### src/rtl/vliw_pkg.sv
// Shared definitions for the VLIW ALU arbiter: FSM state encoding, ALU idle opcode
// and default datapath widths.
package vliw_pkg;

  localparam int DW_DEF  = 8;
  localparam int OPW_DEF = 4;

  localparam logic [OPW_DEF-1:0] ALU_NOP = '0;

  typedef enum logic {
    ST_IDLE   = 1'b0,
    ST_SECOND = 1'b1
  } arb_state_e;

endpackage

### src/rtl/vliw_alu_arbiter.sv
// Shares one ALU between two VLIW issue slots, serializing dual requests with a one-cycle stall.
// Optional stall-cycle counter enabled by defining ARB_STALL_CNT_EN.
module vliw_alu_arbiter
  import vliw_pkg::*;
#(
  parameter int DW   = DW_DEF,
  parameter int OPW  = OPW_DEF,
  parameter int CNTW = 16
) (
  input  logic            CLK,
  input  logic            RESET,
  input  logic            bundle_valid,
  input  logic            s0_req,
  input  logic            s1_req,
  input  logic [OPW-1:0]  s0_op,
  input  logic [OPW-1:0]  s1_op,
  input  logic [DW-1:0]   s0_a,
  input  logic [DW-1:0]   s0_b,
  input  logic [DW-1:0]   s1_a,
  input  logic [DW-1:0]   s1_b,
  output logic [OPW-1:0]  alu_op,
  output logic [DW-1:0]   alu_a,
  output logic [DW-1:0]   alu_b,
  input  logic [DW-1:0]   alu_result,
  output logic            stall,
  output logic [DW-1:0]   s0_result,
  output logic [DW-1:0]   s1_result,
  output logic            s0_wen,
  output logic            s1_wen,
  output logic [CNTW-1:0] stall_cnt
);

  arb_state_e    state_q, state_d;
  logic          grant0, grant1;
  logic [DW-1:0] s0_result_q, s0_result_d;
  logic [DW-1:0] s1_result_q, s1_result_d;
  logic          s0_wen_q, s0_wen_d;
  logic          s1_wen_q, s1_wen_d;

  // Grants are suppressed while RESET is held so the ALU sees NOP and stall stays low.
  always_comb begin
    state_d = state_q;
    grant0  = 1'b0;
    grant1  = 1'b0;
    stall   = 1'b0;
    if (!RESET) begin
      case (state_q)
        ST_IDLE: begin
          if (bundle_valid) begin
            if (s0_req && s1_req) begin
              grant0  = 1'b1;
              stall   = 1'b1;
              state_d = ST_SECOND;
            end else if (s0_req) begin
              grant0 = 1'b1;
            end else if (s1_req) begin
              grant1 = 1'b1;
            end
          end
        end
        ST_SECOND: begin
          // Dropping bundle_valid here is a flush: slot1 is abandoned.
          state_d = ST_IDLE;
          grant1  = bundle_valid;
        end
        default: state_d = ST_IDLE;
      endcase
    end
  end

  always_comb begin
    alu_op = OPW'(ALU_NOP);
    alu_a  = '0;
    alu_b  = '0;
    if (grant0) begin
      alu_op = s0_op;
      alu_a  = s0_a;
      alu_b  = s0_b;
    end else if (grant1) begin
      alu_op = s1_op;
      alu_a  = s1_a;
      alu_b  = s1_b;
    end
  end

  always_comb begin
    s0_result_d = grant0 ? alu_result : s0_result_q;
    s1_result_d = grant1 ? alu_result : s1_result_q;
    s0_wen_d    = grant0;
    s1_wen_d    = grant1;
  end

  // Grant cycle -> registered result/wen stage
  always_ff @(posedge CLK or posedge RESET) begin
    if (RESET) begin
      state_q     <= ST_IDLE;
      s0_result_q <= '0;
      s1_result_q <= '0;
      s0_wen_q    <= 1'b0;
      s1_wen_q    <= 1'b0;
    end else begin
      state_q     <= state_d;
      s0_result_q <= s0_result_d;
      s1_result_q <= s1_result_d;
      s0_wen_q    <= s0_wen_d;
      s1_wen_q    <= s1_wen_d;
    end
  end

  assign s0_result = s0_result_q;
  assign s1_result = s1_result_q;
  assign s0_wen    = s0_wen_q;
  assign s1_wen    = s1_wen_q;

`ifdef ARB_STALL_CNT_EN
  logic [CNTW-1:0] stall_cnt_q, stall_cnt_d;

  always_comb begin
    stall_cnt_d = stall_cnt_q;
    if (stall && (stall_cnt_q != {CNTW{1'b1}})) begin
      stall_cnt_d = stall_cnt_q + CNTW'(1);
    end
  end

  always_ff @(posedge CLK or posedge RESET) begin
    if (RESET) begin
      stall_cnt_q <= '0;
    end else begin
      stall_cnt_q <= stall_cnt_d;
    end
  end

  assign stall_cnt = stall_cnt_q;
`else
  assign stall_cnt = '0;
`endif

endmodule

### config.mk
export PLATFORM = sky130hd
export DESIGN_NAME = vliw_alu_arbiter
export DESIGN_NICKNAME = d
export VERILOG_FILES = /design/src/rtl/vliw_pkg.sv /design/src/rtl/vliw_alu_arbiter.sv
export SDC_FILE = /design/constraint.sdc
export NUM_CORES = 1
export LEC_CHECK = 0
export CAP_MARGIN = 0
export CORE_MARGIN = 2
export CORE_UTILIZATION = 29
export CTS_BUF_LIST = sky130_fd_sc_hd__clkbuf_2 sky130_fd_sc_hd__clkbuf_4 sky130_fd_sc_hd__clkbuf_8
export CTS_CLUSTER_SIZE = 24
export DETAILED_ROUTE_END_ITERATION = 8
export PLACE_DENSITY = 0.8
export REMOVE_ABC_BUFFERS = 1
export SLEW_MARGIN = 20
export SYNTH_ARGS = -nofsm -noshare
export SYNTH_HDL_FRONTEND = slang
export SYNTH_SLANG_ARGS = --single-unit
export TNS_END_PERCENT = 100
### constraint.sdc
create_clock -name CLK -period 2 [get_ports CLK]
set_clock_uncertainty 0.1 [all_clocks]
set_input_delay 0.2 -clock CLK [delete_from_list [all_inputs] [get_ports CLK]]
set_output_delay 0.2 -clock CLK [all_outputs]
set_load 0.02 [all_outputs]
# Word level (Yosys, flattened, before mapping)

Index checks and enable logic that the tools add are counted.

Word-level logic and storage cells: 29
Bits in registers: 19

Mux-type cells: 22
Bitwise logic cells: 1
Reductions and logical operators: 1

Operator list:

| kind                | count |
|---|---|
| $mux W8             | 4 |
| $mux W1             | 14 |
| $mux W4             | 2 |
| $pmux W1 S2         | 2 |
| $logic_and A1 B1 Y1 | 1 |
| $not A1 Y1          | 1 |

# Depth between registers and ports, before layout

Gate-level depths: netlist (run 1).

Depth in word-level cells: 8
Gate-level depth with buffers: 5

# Least setup slack after synthesis (run 1)

Ideal clock, no wire load.

Path type: input-to-output
Start point: input RESET
End point: output alu_a[0]
Stages: 5
Slack: 0.315 ns
Required time: 1.700 ns
Data arrival time: 1.385 ns
Path through: inv_1 -> o211a_1 -> buf_6 -> buf_6 -> a22o_1

Longest elaborated chain between the ends: 3
Elaborated cells on any way between the ends: 4
Classes of those cells: mux: 4

RTL lines:

| item            | RTL line               | source |
|---|---|---|
| start, declared | vliw_alu_arbiter.sv:11 | `input logic RESET,` |
| $mux W1         | vliw_alu_arbiter.sv:46 | `if (!RESET) begin` |
| $mux W8         | vliw_alu_arbiter.sv:79 | `end else if (grant1) begin` |
| $mux W8 *       | vliw_alu_arbiter.sv:75 | `if (grant0) begin` |
| end, declared   | vliw_alu_arbiter.sv:22 | `output logic [DW-1:0] alu_a,` |

Mark *: on every way between the ends. The rest lies on a longest branch, timed or not.

# Final worst setup path (run 1)

Start point: input s1_req
End point: output alu_b[0]

Longest elaborated chain between the ends: 8
Elaborated cells on any way between the ends: 13
Classes of those cells: mux: 12; reduce/logical: 1

RTL lines:

| item            | RTL line               | source |
|---|---|---|
| start, declared | vliw_alu_arbiter.sv:14 | `input logic s1_req,` |
| $mux W1         | vliw_alu_arbiter.sv:56 | `end else if (s1_req) begin` |
| $mux W1         | vliw_alu_arbiter.sv:54 | `end else if (s0_req) begin` |
| $mux W1         | vliw_alu_arbiter.sv:50 | `if (s0_req && s1_req) begin` |
| $mux W1         | vliw_alu_arbiter.sv:49 | `if (bundle_valid) begin` |
| $pmux W1 S2     | vliw_alu_arbiter.sv:47 | `case (state_q)` |
| $mux W1         | vliw_alu_arbiter.sv:46 |  |
| $mux W8         | vliw_alu_arbiter.sv:79 |  |
| $mux W8 *       | vliw_alu_arbiter.sv:75 |  |
| end, declared   | vliw_alu_arbiter.sv:23 | `output logic [DW-1:0] alu_b,` |

Marked as above.

==> results of run 1 <==
[worst max-delay path, stage by stage]
cell and delay, ns:
clkdlybuf4s50_1 0.41, nor2b_1 0.13, o211a_1 0.24, buf_12 0.16, a22o_1 0.24, clkbuf_2 0.16
[cells in the final DEF, fill, tap and decap left out]
master,synthesis,routed
and2_1,1,1
nor2b_1,1,1
clkbuf_2,0,20
inv_1,1,1
a22o_1,20,20
clkdlybuf4s50_1,0,70
dlygate4sd2_1,0,1
mux2_2,16,16
o211a_1,1,1
a21o_1,1,1
buf_4,16,6
clkbuf_4,0,4
conb_1,1,16
dfrtp_1,19,19
and4bb_2,1,1
buf_12,0,2
[worst paths after layout]
| kind | endpoint | startpoint | slack [ns] |
|---|---|---|---|
| max in group asynchronous | s0_result[4]$_DFFE_PP0P_ | RESET | 1.38 |
| worst max register to register | s0_result[4]$_DFFE_PP0P_ | state_q$_DFFE_PP0N_ | 0.40 |
| worst min-delay path | s0_result[2]$_DFFE_PP0P_ | RESET | 0.22 |
| worst max-delay path | alu_b[0] | s1_req | 0.16 |
| min in group CLK | state_q$_DFFE_PP0N_ | state_q$_DFFE_PP0N_ | 0.41 |
| worst min register to register | state_q$_DFFE_PP0N_ | state_q$_DFFE_PP0N_ | 0.41 |
[power by group through the flow]
| stage | Combinational [mW] | Clock (mW) | Sequential, mW |
|---|---|---|---|
| floorplan | 0.160 | 0 | 0.604 |
| global placement | 0.586 | 0 | 0.505 |
| detailed placement | 0.596 | 0 | 0.509 |
| CTS | 0.584 | 0.211 | 0.501 |
| global route | 0.602 | 0.235 | 0.510 |
| finish | 0.571 | 0.201 | 0.500 |
[sequential cells by signal (all words and copies together), names as in the netlist]
signal / flops
s0_result: 8
s1_result: 8
s0_wen: 1
s1_wen: 1
state_q: 1
[logic make-up after synthesis]
family	count (synthesis)	synth area share (%)
other	1	0.359
muxes	16	17.3
and+or+nand+nor	3	2.40
DFF	19	45.6
buffers and inverters	23	15.9
AOI/OAI and AO/OA	22	18.5
[stage by stage]
step | util [%] | std cells
2_1_floorplan | - | 77
3_3_place_gp | 58.7 | 222
3_5_place_dp | 58.7 | 222
4_1_cts | 59.2 | 226
5_1_grt | 56.6 | 226
6_report | 56.6 | 226
[repair_timing]
item / CTS / global route
setup endpoints to repair: 21 / 20
gates resized for setup: 30 / 31
setup buffers: 0 / 0
endpoints found under the hold margin: 0 / 0
hold buffers: 0 / 0
[per-layer routing]
layer | vias up | wire length (µm) | track usage [%] | part of all wire, %
met5 | - | 0 | 0 | 0
met4 | 0 | 6 | 3.26 | 0.19
met3 | 2 | 296 | 2.99 | 9.4
met2 | 49 | 1710 | 28.1 | 54
met1 | 445 | 1140 | 15.9 | 36
li1 | 466 | - | - | -
[area by class of cell]
cell class,count,area share [%]
clock buffers,4,1.56
inverters,1,0.196
repair buffers,99,46.6
multi-input cells,57,23.9
well taps,46,3.00
flip-flops and latches,19,24.8
==> results.toml, run 1 <==
[outcome]
outcome = "complete, no violations"

[global_route]
grt_max_degree = 22
grt_pass1_vias = 955
track_usage_pct = 14.5
grt_remaining_overflow = 0
antenna_found_initial = 0
grt_first_pass_wirelength_mm = 4.70

[yosys]
synth.distinct_cells = 13
async_flop_share_pct = 100
syn-cell-area_um2 = 1040
yosys-top-cells-area = "dfrtp_1 46%, mux2_2 17%, a22o_1 17%"
synth_edf_count = 0
postSynthAreaPerCell_um2 = 12.4
synth_most_common_cell = "a22o_1"
ys_ff_latch = 19
synth_area_leader_cell = "dfrtp_1"
ys.warnings.count = 0
synth.top_cell.area_share_pct = 45.6
syn_inst = 84
yosysSeqAreaShare_pct = 45.6
ys.flop_type = "dfrtp_1"
synth_common_cells = "20 x a22o_1, 19 x dfrtp_1, 16 x buf_4, 16 x mux2_2, 4 x buf_2"

[placement]
place_ws_ns = -0.258
place_area_um2 = 1990
portBuffers = 91
gp_congestion = 0.786
dp_hpwl_mm = 2.66

[power_and_ir_drop]
power_frac_seq_pct = 39.3
switching_share_pct = 31.7
p_sw_uw = 404
p_leak_nw = 0.889
power-per-cell-area_nw_per_um2 = 663
p_clk_share_pct = 15.8
vdd_drop_max_uv = 336
power.internal_uw = 869
power_frac_comb_pct = 44.9
fin_total_pwr_mw = 1.27

[timing]
timing.fmax_mhz = 542
whs_ns = 0.223
setup-tns-final_ns = 0
finalWorstSetupSlack_ns = 0.156
rsz0062_at_grt = "no"
period_minus_slack_ns = 1.84
finalHoldViolations = 0
period_share_pct = 92.2
setup_violations = 0
slew_viol_final = 0

[floorplanning]
num_rows = 21
pin_count = 108
start_util_pct = 30.8
dieArea_um2 = 4090
dieHeight_um = 64.0
die_w_um = 64.0
core_area_um2 = 3390

[routing]
avgViaCountPerCell = 4.26
wirelength_mm = 3.16
drtPass1Iterations = 2
vias = 962
drtAntennaViolNets = 0
wl_per_cell_um = 14.0
drt_iter0_drc = 27
drc_errors = 0

[worst_setup_path]
critPathCaptureType = "output port"
critical_path_required_ns = 1.70
worst_setup_path_start_kind = "input pin"
reg2regPathDepth = 4
critPathKind = "in -> out"
cp.arrival_ns = 1.54
crit_fanout = 21

[worst_hold_path]
min_path_type = "in -> async"

[clocking]
cts_tree = "done"
clkSinkCount = 19
cts_made_buffers = 3
cts_buffer_depth = 2
htreeDepth = 1
clk_latency_ns = 0.28
path_clk_slew_ns = 0.11
clockRootBuffer = "clkbuf_4"

[cells_and_area]
drive_gt1_share_pct = 27.2
syn2layout_area_growth_pct = 83.9
stdcell_area_um2 = 1920
diodes = 0
register_area_um2 = 475
fillers = 294
multiInputGateArea_um2 = 458
fin_nets = 234

[flow_run]
max_cap_violations = 0
No activity file was read; power rests on OpenSTA's default activity.
==> run 2, diff against run 1 <==
--- a/config.mk
+++ b/config.mk
@@ -9,6 +9,7 @@
 export CORE_MARGIN = 2
 export CORE_UTILIZATION = 29
 export CTS_BUF_LIST = sky130_fd_sc_hd__clkbuf_2 sky130_fd_sc_hd__clkbuf_4 sky130_fd_sc_hd__clkbuf_8
+export CTS_CLUSTER_DIAMETER = 150
 export CTS_CLUSTER_SIZE = 24
 export DETAILED_ROUTE_END_ITERATION = 8
 export PLACE_DENSITY = 0.8
==> constraint.sdc (replaced) <==
create_clock -name CLK -period 2 [get_ports CLK]
set_clock_uncertainty 0.1 [all_clocks]
set_input_delay 0.2 -clock CLK [delete_from_list [all_inputs] [get_ports CLK]]
set_output_delay 0.2 -clock CLK [all_outputs]
set_load 0.01 [all_outputs]
==> run 2 against run 1 <==
Compared with the run above:
- flip-flop and latch count unchanged
- utilization increased by 3.0 points
- first-iteration DRC count fell by 37%
- worst hold slack lost 0.20 ns
- critical path type unchanged
==> results.toml, run 2 (synthesis results as in run 1) <==
[cells_and_area]
diodes = 0
fin_nets = 237
register_area_um2 = 475
mostFrequentLayoutCells = "69 x clkdlybuf4s50_1, 20 x a22o_1, 19 x dfrtp_1, 16 x mux2_2, 16 x conb_1"
drive_gt1_share_pct = 22.4
fillers = 280
final_common_cell = "clkdlybuf4s50_1"
multiInputGateArea_um2 = 458
syn2layout_area_growth_pct = 93.5

[clocking]
clkSinkCount = 19
cts_buffer_depth = 2
clockRootBuffer = "clkbuf_4"
cts_made_buffers = 3
clk_latency_ns = 0.28
path_clk_slew_ns = 0.11
htreeDepth = 1
hold_buffers = 0
cts_tree = "done"

[timing]
timing.fmax_mhz = 514
setup_violations = 0
slew_viol_final = 0
rsz0062_at_grt = "no"
finalHoldViolations = 0
period_minus_slack_ns = 1.94
whs_ns = 0.0206
setup-tns-final_ns = 0
period_share_pct = 97.2
finalWorstSetupSlack_ns = 0.0560

[worst_setup_path]
r2r_end = "s0_result[4]$_DFFE_PP0P_"
crit_fanout = 21
reg2regPathDepth = 4
rrSetupSlack_ns = 0.27
reg2reg_from = "state_q$_DFFE_PP0N_"
critPathKind = "in -> out"
critPathCaptureType = "output port"
cp.arrival_ns = 1.64
worst_setup_path_start_kind = "input pin"
critical_path_required_ns = 1.70

[floorplanning]
dieArea_um2 = 4090
num_rows = 21
pin_count = 108
core_area_um2 = 3390
dieHeight_um = 64.0
die_w_um = 64.0
start_util_pct = 30.8

[power_and_ir_drop]
p_leak_nw = 0.927
fin_total_pwr_mw = 1.20
power-per-cell-area_nw_per_um2 = 592
vdd_drop_max_uv = 306

[routing]
drtPass1Iterations = 2
avgViaCountPerCell = 4.27
wirelength_mm = 3.22
wl_per_cell_um = 14.1
vias = 978
drtAntennaViolNets = 0
drt_iter0_drc = 17
drc_errors = 0

[placement]
place_ws_ns = -0.190
dp_hpwl_mm = 2.66
gp_congestion = 0.786
portBuffers = 91

[global_route]
antenna_found_initial = 0
grt_pass1_vias = 986
grt_max_degree = 22
track_usage_pct = 15.2
grt_first_pass_wirelength_mm = 4.91
grt_remaining_overflow = 0

[outcome]
outcome = "complete, no violations"

[flow_run]
max_cap_violations = 0

[worst_hold_path]
min_path_type = "in -> async"
==> run 2: cell types whose count changed in the layout (fill, tap and decap cells not counted) <==
cell / before / now
buf_2: 0 / 9
bufbuf_16: 0 / 1
clkdlybuf4s50_1: 70 / 69
dlygate4sd2_1: 1 / 3
clkdlybuf4s15_1: 0 / 10
clkbuf_2: 20 / 0
buf_4: 6 / 8
==> run 2: worst max path at each step <==
stage          depth (start not counted)    from  slack (ns)                        to
2_1_floorplan                          3   RESET        0.08  s1_result[0]$_DFFE_PP0N_
4_1_cts                                6  s1_req        0.02                  alu_b[0]
3_5_place_dp                           6  s1_req       -0.19                  alu_b[0]
6_report                               6  s1_req        0.06                 alu_op[3]
3_3_place_gp                           6  s1_req       -0.14                 alu_op[0]
5_1_grt                                6  s1_req       0.004                 alu_op[3]
==> run 2: area by class of cell <==
type / count / area share, %
Inverter: 1 / 0.186
Sequential cell: 19 / 23.5
Tap cell: 46 / 2.85
Clock buffer: 4 / 1.49
Multi-Input combinational cell: 57 / 22.7
Timing Repair Buffer: 102 / 49.3
==> run 2: timing repair <==
action                     4_1_cts  5_1_grt
setup buffers                    3        0
setup endpoints to repair       21       19
pin swaps                        1        1
gates resized for setup         49       10
cloned                           1        0
==> run 2: critical path: stages <==
cell and delay, ns:
clkdlybuf4s50_1 0.41, nor2b_1 0.14, o211a_1 0.24, buf_12 0.16, a22o_1 0.22, dlygate4sd2_1 0.27
==> run 2: where the power goes <==
part           internal (mW)  total (mW)  switching [mW]
sequential             0.462       0.500          0.0383
combinational          0.328       0.495           0.168
clock                 0.0910       0.201           0.110
total                  0.880        1.20           0.316
==> run 2: per-layer routing <==
layer / share of wire, % / GRT usage (%) / wire (µm) / up-vias
met5: 0 / 0 / 0 / -
met4: 0.19 / 3.26 / 6 / 0
li1: - / - / - / 473
met1: 37 / 16.5 / 1180 / 454
met2: 55 / 29.7 / 1770 / 49
met3: 8.3 / 3.17 / 267 / 2
==> run 2: per-stage QoR <==
step | utilization, % | cells | instance area (µm²)
after floorplan | - | 77 | 937
after global placement | 58.7 | 222 | 1990
after detailed placement | 58.7 | 222 | 1990
after CTS | 59.4 | 230 | 2010
after global routing | 59.6 | 229 | 2020
final | 59.6 | 229 | 2020
